## src/rtl/can_frame_tx_if.sv

```systemverilog
// can_frame_tx_if
//   User-side frame handshake and status for the CAN frame transmitter.
//   master : frame source (drives tx_valid and the frame fields)
//   slave  : transmitter  (drives tx_ready and the outcome strobes)
// Signals:
//   tx_valid / tx_ready : frame offer, accepted when both are high on a clk edge
//   tx_id[28:0]         : identifier, standard frames use tx_id[10:0]
//   tx_ide / tx_rtr     : extended-frame flag / remote-frame flag
//   tx_len[3:0]         : DLC, sent verbatim
//   tx_data[63:0]       : payload, byte0 = tx_data[63:56], MSB first
//   tx_done / tx_acked  : completion pulse and its ACK-slot result
//   tx_arb_lost / tx_err: drop pulses
interface can_frame_tx_if;
  logic        tx_valid;
  logic        tx_ready;
  logic [28:0] tx_id;
  logic        tx_ide;
  logic        tx_rtr;
  logic [3:0]  tx_len;
  logic [63:0] tx_data;
  logic        tx_done;
  logic        tx_acked;
  logic        tx_arb_lost;
  logic        tx_err;

  modport master (
    output tx_valid, tx_id, tx_ide, tx_rtr, tx_len, tx_data,
    input  tx_ready, tx_done, tx_acked, tx_arb_lost, tx_err
  );

  modport slave (
    input  tx_valid, tx_id, tx_ide, tx_rtr, tx_len, tx_data,
    output tx_ready, tx_done, tx_acked, tx_arb_lost, tx_err
  );
endinterface

```

## src/rtl/can_frame_tx.sv

```systemverilog
// can_frame_tx
//   CAN 2.0A/2.0B frame transmitter on the bit layer's strobe interface.
//   Waits for bus idle, sends SOF..CRC with bit stuffing and CRC-15, then
//   the CRC delimiter, ACK slot and ACK delimiter, watching the bus for
//   arbitration loss and bit/form errors.
// Ports:
//   clk, rst  : clock, synchronous active-high reset
//   bit_req   : one-cycle strobe per bit time at the sample point
//   bit_rx    : bus value of the bit currently on bit_tx (valid with bit_req)
//   bit_tx    : registered bit to drive, 1 = recessive
//   tx        : frame handshake and outcome (can_frame_tx_if.slave)
//
// state      | meaning
// -----------+------------------------------------------------------------
// WAIT_IDLE  | bus busy or just released; count recessive bits, no frame held
// IDLE       | bus idle, tx_ready high, waiting for a frame
// PEND       | frame held, waiting for a recessive sample after idle to send SOF
// SHIFT      | sending SOF..last CRC bit with stuffing
// CRC_DEL    | CRC delimiter on the bus
// ACK_SLOT   | ACK slot on the bus, sampling the receivers' ACK
// ACK_DEL    | ACK delimiter on the bus, reporting the outcome
module can_frame_tx #(
  parameter int unsigned IDLE_BITS = 11
) (
  input  logic          clk,
  input  logic          rst,
  input  logic          bit_req,
  input  logic          bit_rx,
  output logic          bit_tx,
  can_frame_tx_if.slave tx
);

  localparam logic [2:0] S_WAIT_IDLE = 3'd0;
  localparam logic [2:0] S_IDLE      = 3'd1;
  localparam logic [2:0] S_PEND      = 3'd2;
  localparam logic [2:0] S_SHIFT     = 3'd3;
  localparam logic [2:0] S_CRC_DEL   = 3'd4;
  localparam logic [2:0] S_ACK_SLOT  = 3'd5;
  localparam logic [2:0] S_ACK_DEL   = 3'd6;

  localparam logic [14:0] CRC_POLY = 15'h4599;
  localparam logic [7:0]  IDLE_CNT = 8'(IDLE_BITS);

  logic [2:0]   state;
  logic [7:0]   idle_cnt;
  logic [102:0] sreg;       // unstuffed SOF..data, next bit at [102]
  logic [6:0]   pre_total;  // unstuffed SOF..data length of the held frame
  logic [6:0]   pre_left;   // unstuffed bits still to load after the current one
  logic         ide_q;
  logic [14:0]  crc;
  logic [3:0]   crc_left;
  logic         last_crc;   // bit on bit_tx is the final CRC bit
  logic         cur_stuff;  // bit on bit_tx is a stuff bit
  logic [6:0]   bit_idx;    // unstuffed index of the bit on bit_tx (SOF = 0)
  logic [2:0]   run_cnt;
  logic         run_val;
  logic         ack_q;

  function automatic logic [14:0] crc_step(input logic [14:0] c, input logic b);
    crc_step = {c[13:0], 1'b0} ^ (((b ^ c[14]) != 1'b0) ? CRC_POLY : 15'd0);
  endfunction

  // Frame image built straight from the offered fields. Data always follows
  // the header; frame_bits decides how much of it is actually sent.
  logic [3:0]   data_bytes;
  logic [6:0]   frame_bits;
  logic [102:0] frame_vec;

  always_comb begin
    data_bytes = (tx.tx_len > 4'd8) ? 4'd8 : tx.tx_len;
    if (tx.tx_ide) begin
      frame_vec  = {1'b0, tx.tx_id[28:18], 1'b1, 1'b1, tx.tx_id[17:0],
                    tx.tx_rtr, 2'b00, tx.tx_len, tx.tx_data};
      frame_bits = 7'd39;
    end else begin
      frame_vec  = {1'b0, tx.tx_id[10:0], tx.tx_rtr, 2'b00, tx.tx_len,
                    tx.tx_data, 20'd0};
      frame_bits = 7'd19;
    end
    if (!tx.tx_rtr) frame_bits = frame_bits + {data_bytes, 3'b000};
  end

  // Next bit to load while in SHIFT. A stuff bit takes priority except
  // after the final CRC bit, where the delimiter follows directly.
  logic nxt_bit;
  logic nxt_stuff;
  logic nxt_from_pre;
  logic nxt_from_crc;
  logic shift_end;
  logic in_arb;

  always_comb begin
    nxt_bit      = 1'b1;
    nxt_stuff    = 1'b0;
    nxt_from_pre = 1'b0;
    nxt_from_crc = 1'b0;
    shift_end    = 1'b0;
    if (run_cnt == 3'd5 && !last_crc) begin
      nxt_bit   = ~run_val;
      nxt_stuff = 1'b1;
    end else if (pre_left != 7'd0) begin
      nxt_bit      = sreg[102];
      nxt_from_pre = 1'b1;
    end else if (crc_left != 4'd0) begin
      nxt_bit      = crc[14];
      nxt_from_crc = 1'b1;
    end else begin
      shift_end = 1'b1;
    end
    // ID..RTR (ext, SRR and IDE included) or ID..IDE (std)
    in_arb = !cur_stuff && (bit_idx != 7'd0) &&
             (bit_idx <= (ide_q ? 7'd32 : 7'd13));
  end

  always_ff @(posedge clk) begin
    if (rst) begin
      state          <= S_WAIT_IDLE;
      idle_cnt       <= 8'd0;
      bit_tx         <= 1'b1;
      tx.tx_ready    <= 1'b0;
      tx.tx_done     <= 1'b0;
      tx.tx_acked    <= 1'b0;
      tx.tx_arb_lost <= 1'b0;
      tx.tx_err      <= 1'b0;
      sreg           <= '0;
      pre_total      <= 7'd0;
      pre_left       <= 7'd0;
      ide_q          <= 1'b0;
      crc            <= 15'd0;
      crc_left       <= 4'd0;
      last_crc       <= 1'b0;
      cur_stuff      <= 1'b0;
      bit_idx        <= 7'd0;
      run_cnt        <= 3'd0;
      run_val        <= 1'b1;
      ack_q          <= 1'b0;
    end else begin
      tx.tx_done     <= 1'b0;
      tx.tx_arb_lost <= 1'b0;
      tx.tx_err      <= 1'b0;

      // The handshake is honoured on any edge; the bit-timed logic below
      // only sees the frame from the next strobe on.
      if (state == S_IDLE && tx.tx_valid && tx.tx_ready) begin
        sreg        <= frame_vec;
        pre_total   <= frame_bits;
        ide_q       <= tx.tx_ide;
        tx.tx_ready <= 1'b0;
        state       <= S_PEND;
      end

      if (bit_req) begin
        case (state)
          S_WAIT_IDLE: begin
            bit_tx <= 1'b1;
            if (bit_rx) begin
              if (idle_cnt + 8'd1 >= IDLE_CNT) begin
                idle_cnt    <= IDLE_CNT;
                state       <= S_IDLE;
                tx.tx_ready <= 1'b1;
              end else begin
                idle_cnt <= idle_cnt + 8'd1;
              end
            end else begin
              idle_cnt <= 8'd0;
            end
          end

          S_IDLE: begin
            if (!bit_rx)                   idle_cnt <= 8'd0;
            else if (idle_cnt < IDLE_CNT)  idle_cnt <= idle_cnt + 8'd1;
          end

          S_PEND: begin
            if (!bit_rx) begin
              idle_cnt <= 8'd0;
            end else if (idle_cnt >= IDLE_CNT) begin
              bit_tx    <= 1'b0;
              sreg      <= {sreg[101:0], 1'b0};
              pre_left  <= pre_total - 7'd1;
              crc       <= 15'd0;  // SOF is dominant, CRC stays at its init
              crc_left  <= 4'd15;
              last_crc  <= 1'b0;
              cur_stuff <= 1'b0;
              bit_idx   <= 7'd0;
              run_cnt   <= 3'd1;
              run_val   <= 1'b0;
              state     <= S_SHIFT;
            end else begin
              idle_cnt <= idle_cnt + 8'd1;
            end
          end

          S_SHIFT: begin
            if (bit_rx != bit_tx) begin
              if (bit_tx && in_arb) tx.tx_arb_lost <= 1'b1;
              else                  tx.tx_err      <= 1'b1;
              bit_tx   <= 1'b1;
              idle_cnt <= 8'd0;
              state    <= S_WAIT_IDLE;
            end else if (shift_end) begin
              bit_tx <= 1'b1;
              state  <= S_CRC_DEL;
            end else begin
              bit_tx    <= nxt_bit;
              cur_stuff <= nxt_stuff;
              run_cnt   <= (nxt_bit == run_val) ? run_cnt + 3'd1 : 3'd1;
              run_val   <= nxt_bit;
              if (nxt_from_pre) begin
                sreg     <= {sreg[101:0], 1'b0};
                pre_left <= pre_left - 7'd1;
                crc      <= crc_step(crc, nxt_bit);
                bit_idx  <= bit_idx + 7'd1;
              end
              if (nxt_from_crc) begin
                crc      <= {crc[13:0], 1'b0};
                crc_left <= crc_left - 4'd1;
                last_crc <= (crc_left == 4'd1);
              end
            end
          end

          S_CRC_DEL: begin
            bit_tx <= 1'b1;
            if (!bit_rx) begin
              tx.tx_err <= 1'b1;
              idle_cnt  <= 8'd0;
              state     <= S_WAIT_IDLE;
            end else begin
              state <= S_ACK_SLOT;
            end
          end

          S_ACK_SLOT: begin
            bit_tx <= 1'b1;
            ack_q  <= ~bit_rx;
            state  <= S_ACK_DEL;
          end

          S_ACK_DEL: begin
            bit_tx <= 1'b1;
            if (bit_rx) begin
              tx.tx_done  <= 1'b1;
              tx.tx_acked <= ack_q;
            end else begin
              tx.tx_err <= 1'b1;
            end
            // EOF and intermission are covered by the idle count
            idle_cnt <= 8'd0;
            state    <= S_WAIT_IDLE;
          end

          default: begin
            bit_tx   <= 1'b1;
            idle_cnt <= 8'd0;
            state    <= S_WAIT_IDLE;
          end
        endcase
      end
    end
  end

endmodule

```

## src/flat_wrapper.sv

```systemverilog
// flat-port wrapper written by rule: the top's interface ports become plain ports
module can_frame_tx_flat 
#(
  parameter int unsigned IDLE_BITS = 11
)
  (clk, rst, bit_req, bit_rx, bit_tx, tx_tx_valid, tx_tx_id, tx_tx_ide, tx_tx_rtr, tx_tx_len, tx_tx_data, tx_tx_ready, tx_tx_done, tx_tx_acked, tx_tx_arb_lost, tx_tx_err);
  can_frame_tx_if tx_i ();
  input  logic clk;
  input  logic rst;
  input  logic bit_req;
  input  logic bit_rx;
  output logic bit_tx;
  input wire logic [$bits(tx_i.tx_valid)-1:0] tx_tx_valid;
  input wire logic [$bits(tx_i.tx_id)-1:0] tx_tx_id;
  input wire logic [$bits(tx_i.tx_ide)-1:0] tx_tx_ide;
  input wire logic [$bits(tx_i.tx_rtr)-1:0] tx_tx_rtr;
  input wire logic [$bits(tx_i.tx_len)-1:0] tx_tx_len;
  input wire logic [$bits(tx_i.tx_data)-1:0] tx_tx_data;
  output wire logic [$bits(tx_i.tx_ready)-1:0] tx_tx_ready;
  output wire logic [$bits(tx_i.tx_done)-1:0] tx_tx_done;
  output wire logic [$bits(tx_i.tx_acked)-1:0] tx_tx_acked;
  output wire logic [$bits(tx_i.tx_arb_lost)-1:0] tx_tx_arb_lost;
  output wire logic [$bits(tx_i.tx_err)-1:0] tx_tx_err;
  assign tx_i.tx_valid = tx_tx_valid;
  assign tx_i.tx_id = tx_tx_id;
  assign tx_i.tx_ide = tx_tx_ide;
  assign tx_i.tx_rtr = tx_tx_rtr;
  assign tx_i.tx_len = tx_tx_len;
  assign tx_i.tx_data = tx_tx_data;
  assign tx_tx_ready = tx_i.tx_ready;
  assign tx_tx_done = tx_i.tx_done;
  assign tx_tx_acked = tx_i.tx_acked;
  assign tx_tx_arb_lost = tx_i.tx_arb_lost;
  assign tx_tx_err = tx_i.tx_err;
  can_frame_tx #(.IDLE_BITS(IDLE_BITS)) u_core (.clk(clk), .rst(rst), .bit_req(bit_req), .bit_rx(bit_rx), .bit_tx(bit_tx), .tx(tx_i));
endmodule
```

## config.mk

```make
export PLATFORM = sky130hd
export DESIGN_NAME = can_frame_tx_flat
export DESIGN_NICKNAME = d
export VERILOG_FILES = /design/src/rtl/can_frame_tx_if.sv /design/src/rtl/can_frame_tx.sv /design/src/flat_wrapper.sv
export SDC_FILE = /design/constraint.sdc
export NUM_CORES = 1
export LEC_CHECK = 0
export ABC_CLOCK_PERIOD_IN_PS = 2800
export CELL_PAD_IN_SITES_DETAIL_PLACEMENT = 1
export CELL_PAD_IN_SITES_GLOBAL_PLACEMENT = 2
export CORE_ASPECT_RATIO = 0.9
export CORE_MARGIN = 2
export CORE_UTILIZATION = 34
export CTS_CLUSTER_DIAMETER = 150
export DETAILED_ROUTE_END_ITERATION = 8
export HOLD_SLACK_MARGIN = 0.15
export PLACE_DENSITY = 0.82
export SYNTH_ARGS = -nofsm -noshare
export SYNTH_HDL_FRONTEND = slang
export SYNTH_SLANG_ARGS = --single-unit
```

## constraint.sdc

```tcl
create_clock -name clk -period 2.8 [get_ports clk]
set_input_delay 0.42 -clock clk [delete_from_list [all_inputs] [get_ports clk]]
set_output_delay 0.42 -clock clk [all_outputs]
set_load 0.005 [all_outputs]
```

Word-level counts from Yosys, hierarchy flattened. Cells that the tools add are included.

Register bits after elaboration: 168. Bits of input ports: 104. Output and inout bits: 6.

Add/sub/neg operators: 7. $lt $le $gt $ge: 5. Eq/ne operators: 21. Multiplexer cells: 102. Bitwise logic cells: 10. Reduce and logical (&&, ||, !) cells: 25.

Operator list (number): 103-bit 2-to-1 mux (7); 103-bit case mux with 2 select lines (1); 15-bit 2-to-1 mux (7); 102-bit 2-to-1 mux (1); 7-bit 2-to-1 mux (11); 8-bit 2-to-1 mux (8); 8-bit case mux with 6 select lines (1); 3-bit 2-to-1 mux (14); 1-bit 2-to-1 mux (33); 15-bit case mux with 2 select lines (1); 7-bit case mux with 2 select lines (2); 4-bit 2-to-1 mux (6); 7-bit AND reduction (3); 3-bit case mux with 6 select lines (1); 8-bit by 4-bit greater-or-equal comparator with 1-bit output, second input constant (2); 15-bit bitwise XOR (1); 7-bit nonzero test (2); 7-bit by 1-bit subtractor with 7-bit output, second input constant (2); 3-bit equality test, second input constant (4); 6-bit 2-to-1 mux (2); 6-bit AND reduction (2); 8-bit by 1-bit adder with 8-bit output, second input constant (1); 8-bit by 4-bit less-than comparator with 1-bit output, second input constant (1); 2-bit by 1-bit inequality test with 1-bit output, second input constant (4); other kinds (31) (53).

Depth between registers and ports, before layout.
Depth after elaboration: 12. Depth in mapped cells: 11. Depth with buffers taken out: 8.

Worst setup path before layout. No wires, ideal clock.

Path kind: reg2reg. Start point: reg u_core.state[0]. End point: reg u_core.pre_left[6]. Arrival: 2.390 ns. Required time: 2.660 ns. Setup slack: 0.270 ns. Stages on the path, launching flop included: 12. Cell sequence: dfxtp_1 -> buf_2 -> and3b_1 -> clkbuf_1 -> clkbuf_1 -> buf_1 -> a21oi_1 -> ha_1 -> nand2_1 -> nor3_1 -> o311ai_0 -> o211ai_1.

Cells in the longest elaborated chain, start to end: 3. Elaborated cells on any way between the ends: 10. Classes of those cells: eq/ne (7); mux (1); reduce/logical (2).

RTL lines: start, declared (RTL line can_frame_tx.sv:44) `logic [2:0] state;`; start signal, assigned (RTL line can_frame_tx.sv:117) `state <= S_WAIT_IDLE;`; start signal, assigned (RTL line can_frame_tx.sv:149) `state <= S_PEND;`; start signal, assigned (RTL line can_frame_tx.sv:159) `state <= S_IDLE;`; 3-bit by 2-bit equality test with 1-bit output (RTL line can_frame_tx.sv:153) `case (state)`; 2-bit by 1-bit inequality test with 1-bit output (no line) (tied with other cells); 7-bit AND reduction (no line); end signal, assigned (RTL line can_frame_tx.sv:180) `pre_left <= pre_total - 7'd1;`; end signal, assigned (RTL line can_frame_tx.sv:211) `pre_left <= pre_left - 7'd1;`; end, declared (RTL line can_frame_tx.sv:48) `logic [6:0] pre_left;`.

Several ways; a longest one is shown, not always the timed one. A chain may end at the register's enable or synchronous reset.

Worst setup path in the final report.
Start point: reg u_core.idle_cnt[0]. End point: reg u_core.sreg[27].

Cells in the longest elaborated chain, start to end: 5.

RTL lines: start, declared (RTL line can_frame_tx.sv:45) `logic [7:0] idle_cnt;`; start signal, assigned (RTL line can_frame_tx.sv:162) `idle_cnt <= idle_cnt + 8'd1;`; start signal, assigned (RTL line can_frame_tx.sv:171) `else if (idle_cnt < IDLE_CNT) idle_cnt <= idle_cnt + 8'd1;`; start signal, assigned (RTL line can_frame_tx.sv:190) `idle_cnt <= idle_cnt + 8'd1;`; 8-bit by 4-bit greater-or-equal comparator with 1-bit output (RTL line can_frame_tx.sv:177) `end else if (idle_cnt >= IDLE_CNT) begin`; 103-bit 2-to-1 mux (RTL line can_frame_tx.sv:177); 103-bit 2-to-1 mux (RTL line can_frame_tx.sv:175) `if (!bit_rx) begin`; 103-bit case mux with 2 select lines (RTL line can_frame_tx.sv:153); 103-bit 2-to-1 mux (RTL line can_frame_tx.sv:152) `if (bit_req) begin`; end signal, assigned (RTL line can_frame_tx.sv:145) `sreg <= frame_vec;`; end signal, assigned (RTL line can_frame_tx.sv:179) `sreg <= {sreg[101:0], 1'b0};`; end signal, assigned (RTL line can_frame_tx.sv:210) `sreg <= {sreg[101:0], 1'b0};`; end, declared (RTL line can_frame_tx.sv:46) `logic [102:0] sreg;`.

No other way between the ends.

==> metrics.cfg <==
[run_status]
status = finished, final reports clean

[placed_design]
place_inst = 1427
placed_area_um2 = 10200
place_ws_ps = 221
io_buffers = 109
place_hpwl_um = 19500
gp_congestion = 0.806

[timing]
finalSetupViolCount = 0
rsz0062_at_grt = false
slew_viol_final = 0
slew_headroom_pct = 57.7
post-route-period-util_pct = 85.4
fin_ws_ps = 408
tightest_slew_ps = 629
fin_crit_ps = 2390
tns_ps = 0
clock.fmax_mhz = 418
fin_skew_ps = 12.5
hold_viol_final = 0

[pwr]
pwr-share-seq_pct = 44.8
vdd_drop_max_mv = 0.350
p_int_uw = 3960
clkPwrFrac_pct = 46.5
combPwrFrac_pct = 8.7
p_per_area_nw_per_um2 = 489
leakagePower_uw = 0.00415
p_sw_uw = 1340
switching_share_pct = 25.3

[flow_run]
maxCapViolCount = 0

[worst_setup_path]
cp.arrival_ps = 2780
startpoint_type = flop
cp_data_required_time_ps = 3180
critPathKind = reg2reg
path_max_fanout = 77
endpoint_kind = flop

[routing]
route.detailed.drc = 0
vias_per_cell = 5.47
ant_nets = 0
first_iter_violations = 465
wl_um = 27300
vias = 7984
avgRoutedWirePerCell_um = 18.7
first_pass_iters = 4

[clock_network]
clk_pin_slew_ps = 70
clockBufferDepth = 2
holdBufCountCts = 0
cts_buffers = 17
cts_setup_buffers = 0
h-tree-depth = 4
cts_tree = yes
cts-root-buf = clkbuf_16
cts_repair_resize_count = 0
clock-sinks = 166
clk_latency_ps = 440

[finish]
drive_gt1_share_pct = 8.15
fin_area_um2 = 10800
layout.nets = 1223
area_growth_pct = 24.7
final_cell_count_no_fill = 1459
antenna_cells = 0
nFillCells = 2910

[synth]
yosys.area_share.adder_pct = 2.24
synth-seq-area-share_pct = 38.2
ys_warn_count = 0
synth_top_family_by_area = compound AO/OA/AOI/OAI gates
synthSimpleGateAreaFrac_pct = 18.5
postSynthCellCount = 1022
ys.flop_type = dfxtp_1
synth_cell_type_count = 74
netlist_top_cells_count = 166 x dfxtp_1, 123 x nand2_1, 89 x o21ai_0
synth_edf_count = 0
avgSynthCellArea_um2 = 8.51
synth_xor_area_share_pct = 1.11
synth_most_common_cell = dfxtp_1
async_flop_share_pct = 0
synth_top_area_cell = dfxtp_1
synthTopCellsByArea = dfxtp_1 38%, mux2i_1 9.2%, a22o_1 7.8%
muxShareOfSynthArea_pct = 9.34
syn-num-nets = 1141
netlist_area_um2 = 8690
synth_top_area_share_pct = 38.2
ys_ff_latch = 166
synth_compound_area_share_pct = 25.6

[global_route]
grt_use_total_pct = 20.5
grt_pass1_vias = 7975
grt_overflow_total = 0
grt_max_degree = 78
antenna_found_initial = 1
grt_pass1_wl_um = 44000

[floorplan]
coreArea_um2 = 25100
die-area_um2 = 26900
die_height_um = 156
io_pins = 110
floorplan.initialDensity_pct = 34.6
rows = 55
fp.dieW_um = 173

[worst_hold_path]
hp-class = reg2reg

## cell usage in the layout (no fill, tap or decap), drive strengths merged, types with 19 or more instances in the layout
master,netlist,final
buf,32,41
mux2i,80,80
clkdlybuf4s50,0,107
o2bb2ai,19,19
o21ai,91,91
nor2,53,53
dfxtp,166,166
nand3,44,44
nor3,27,27
a21oi,66,66
a22o,77,77
and3,20,20
inv,13,19
nand2,123,123
## sequential cells by signal (all words and copies together), names as in the netlist
signal and flops:
u_core.bit_tx 1, u_core.pre_left 7, u_core.crc_left 4, u_core.bit_idx 7, u_core.state 3, u_core.idle_cnt 8
u_core.pre_total 6, u_core.tx.tx_done 1, u_core.ack_q 1, u_core.crc 15, u_core.run_cnt 3, u_core.cur_stuff 1
u_core.run_val 1, u_core.tx.tx_acked 1, u_core.tx.tx_ready 1, u_core.tx.tx_err 1, u_core.tx.tx_arb_lost 1, u_core.last_crc 1
u_core.sreg 103
## per-stage QoR
stage	hold slack (ps)	util [%]	total power, uW
after global placement	440	40.8	2890
final	461	43.2	5300
after floorplan	426	-	2630
after global routing	478	43.2	5500
after detailed placement	448	40.8	2890
after CTS	460	43.2	5360
## cell type report
class	instances	area (um2)	share of cell area [%]
repair buffers	148	1490	13.7
multi-input cells	757	4950	45.6
well taps	342	428	3.95
clock buffers	18	439	4.05
inverters	14	52.6	0.485
clock inverters	14	164	1.51
flip-flops and latches	166	3320	30.7
## worst max-delay path, stage by stage, from the launching register on
cell and delay, ps:
dfxtp_1 370, ha_1 340, o21ai_0 320, nand4_1 280, o2111a_1 280, nor2_4 160
buf_12 320, a22o_1 200
## per-layer routing
| layer | global-route usage, % | part of all wire, % | vias up |
|---|---|---|---|
| li1 | - | - | 3939 |
| met1 | 28.9 | 51 | 3930 |
| met2 | 32.6 | 46 | 98 |
| met3 | 3.00 | 2.4 | 17 |
| met4 | 5.41 | 0.79 | 0 |
| met5 | 0 | 0 | - |
## kinds of logic (layout without fill, tap and decap cells)
family	after synthesis	after routing
AOI/OAI and AO/OA	322	322
xor gates and xnor gates	11	11
adders and majority gates	15	15
buffers and inverters	99	194
DFF	166	166
muxes	81	81
and+or+nand+nor	328	328
## power by group through the flow
stage	Combinational (uW)	Clock, uW	Sequential [uW]
2_1_floorplan	200	0	2430
3_5_place_dp	462	0	2430
6_report	462	2470	2380
5_1_grt	497	2620	2380
3_3_place_gp	459	0	2430
4_1_cts	464	2530	2370
## path summary, 6_finish.rpt
kind / endpoint / slack (ps) / from / cells after the start
min reg2reg: u_core.sreg[7] / 460 / u_core.sreg[6] / 1
max: u_core.sreg[27] / 410 / u_core.idle_cnt[0] / 7
min: u_core.sreg[7] / 460 / u_core.sreg[6] / 1
max reg2reg: u_core.sreg[27] / 410 / u_core.idle_cnt[0] / 7
No activity file was read; power rests on OpenSTA's default activity.
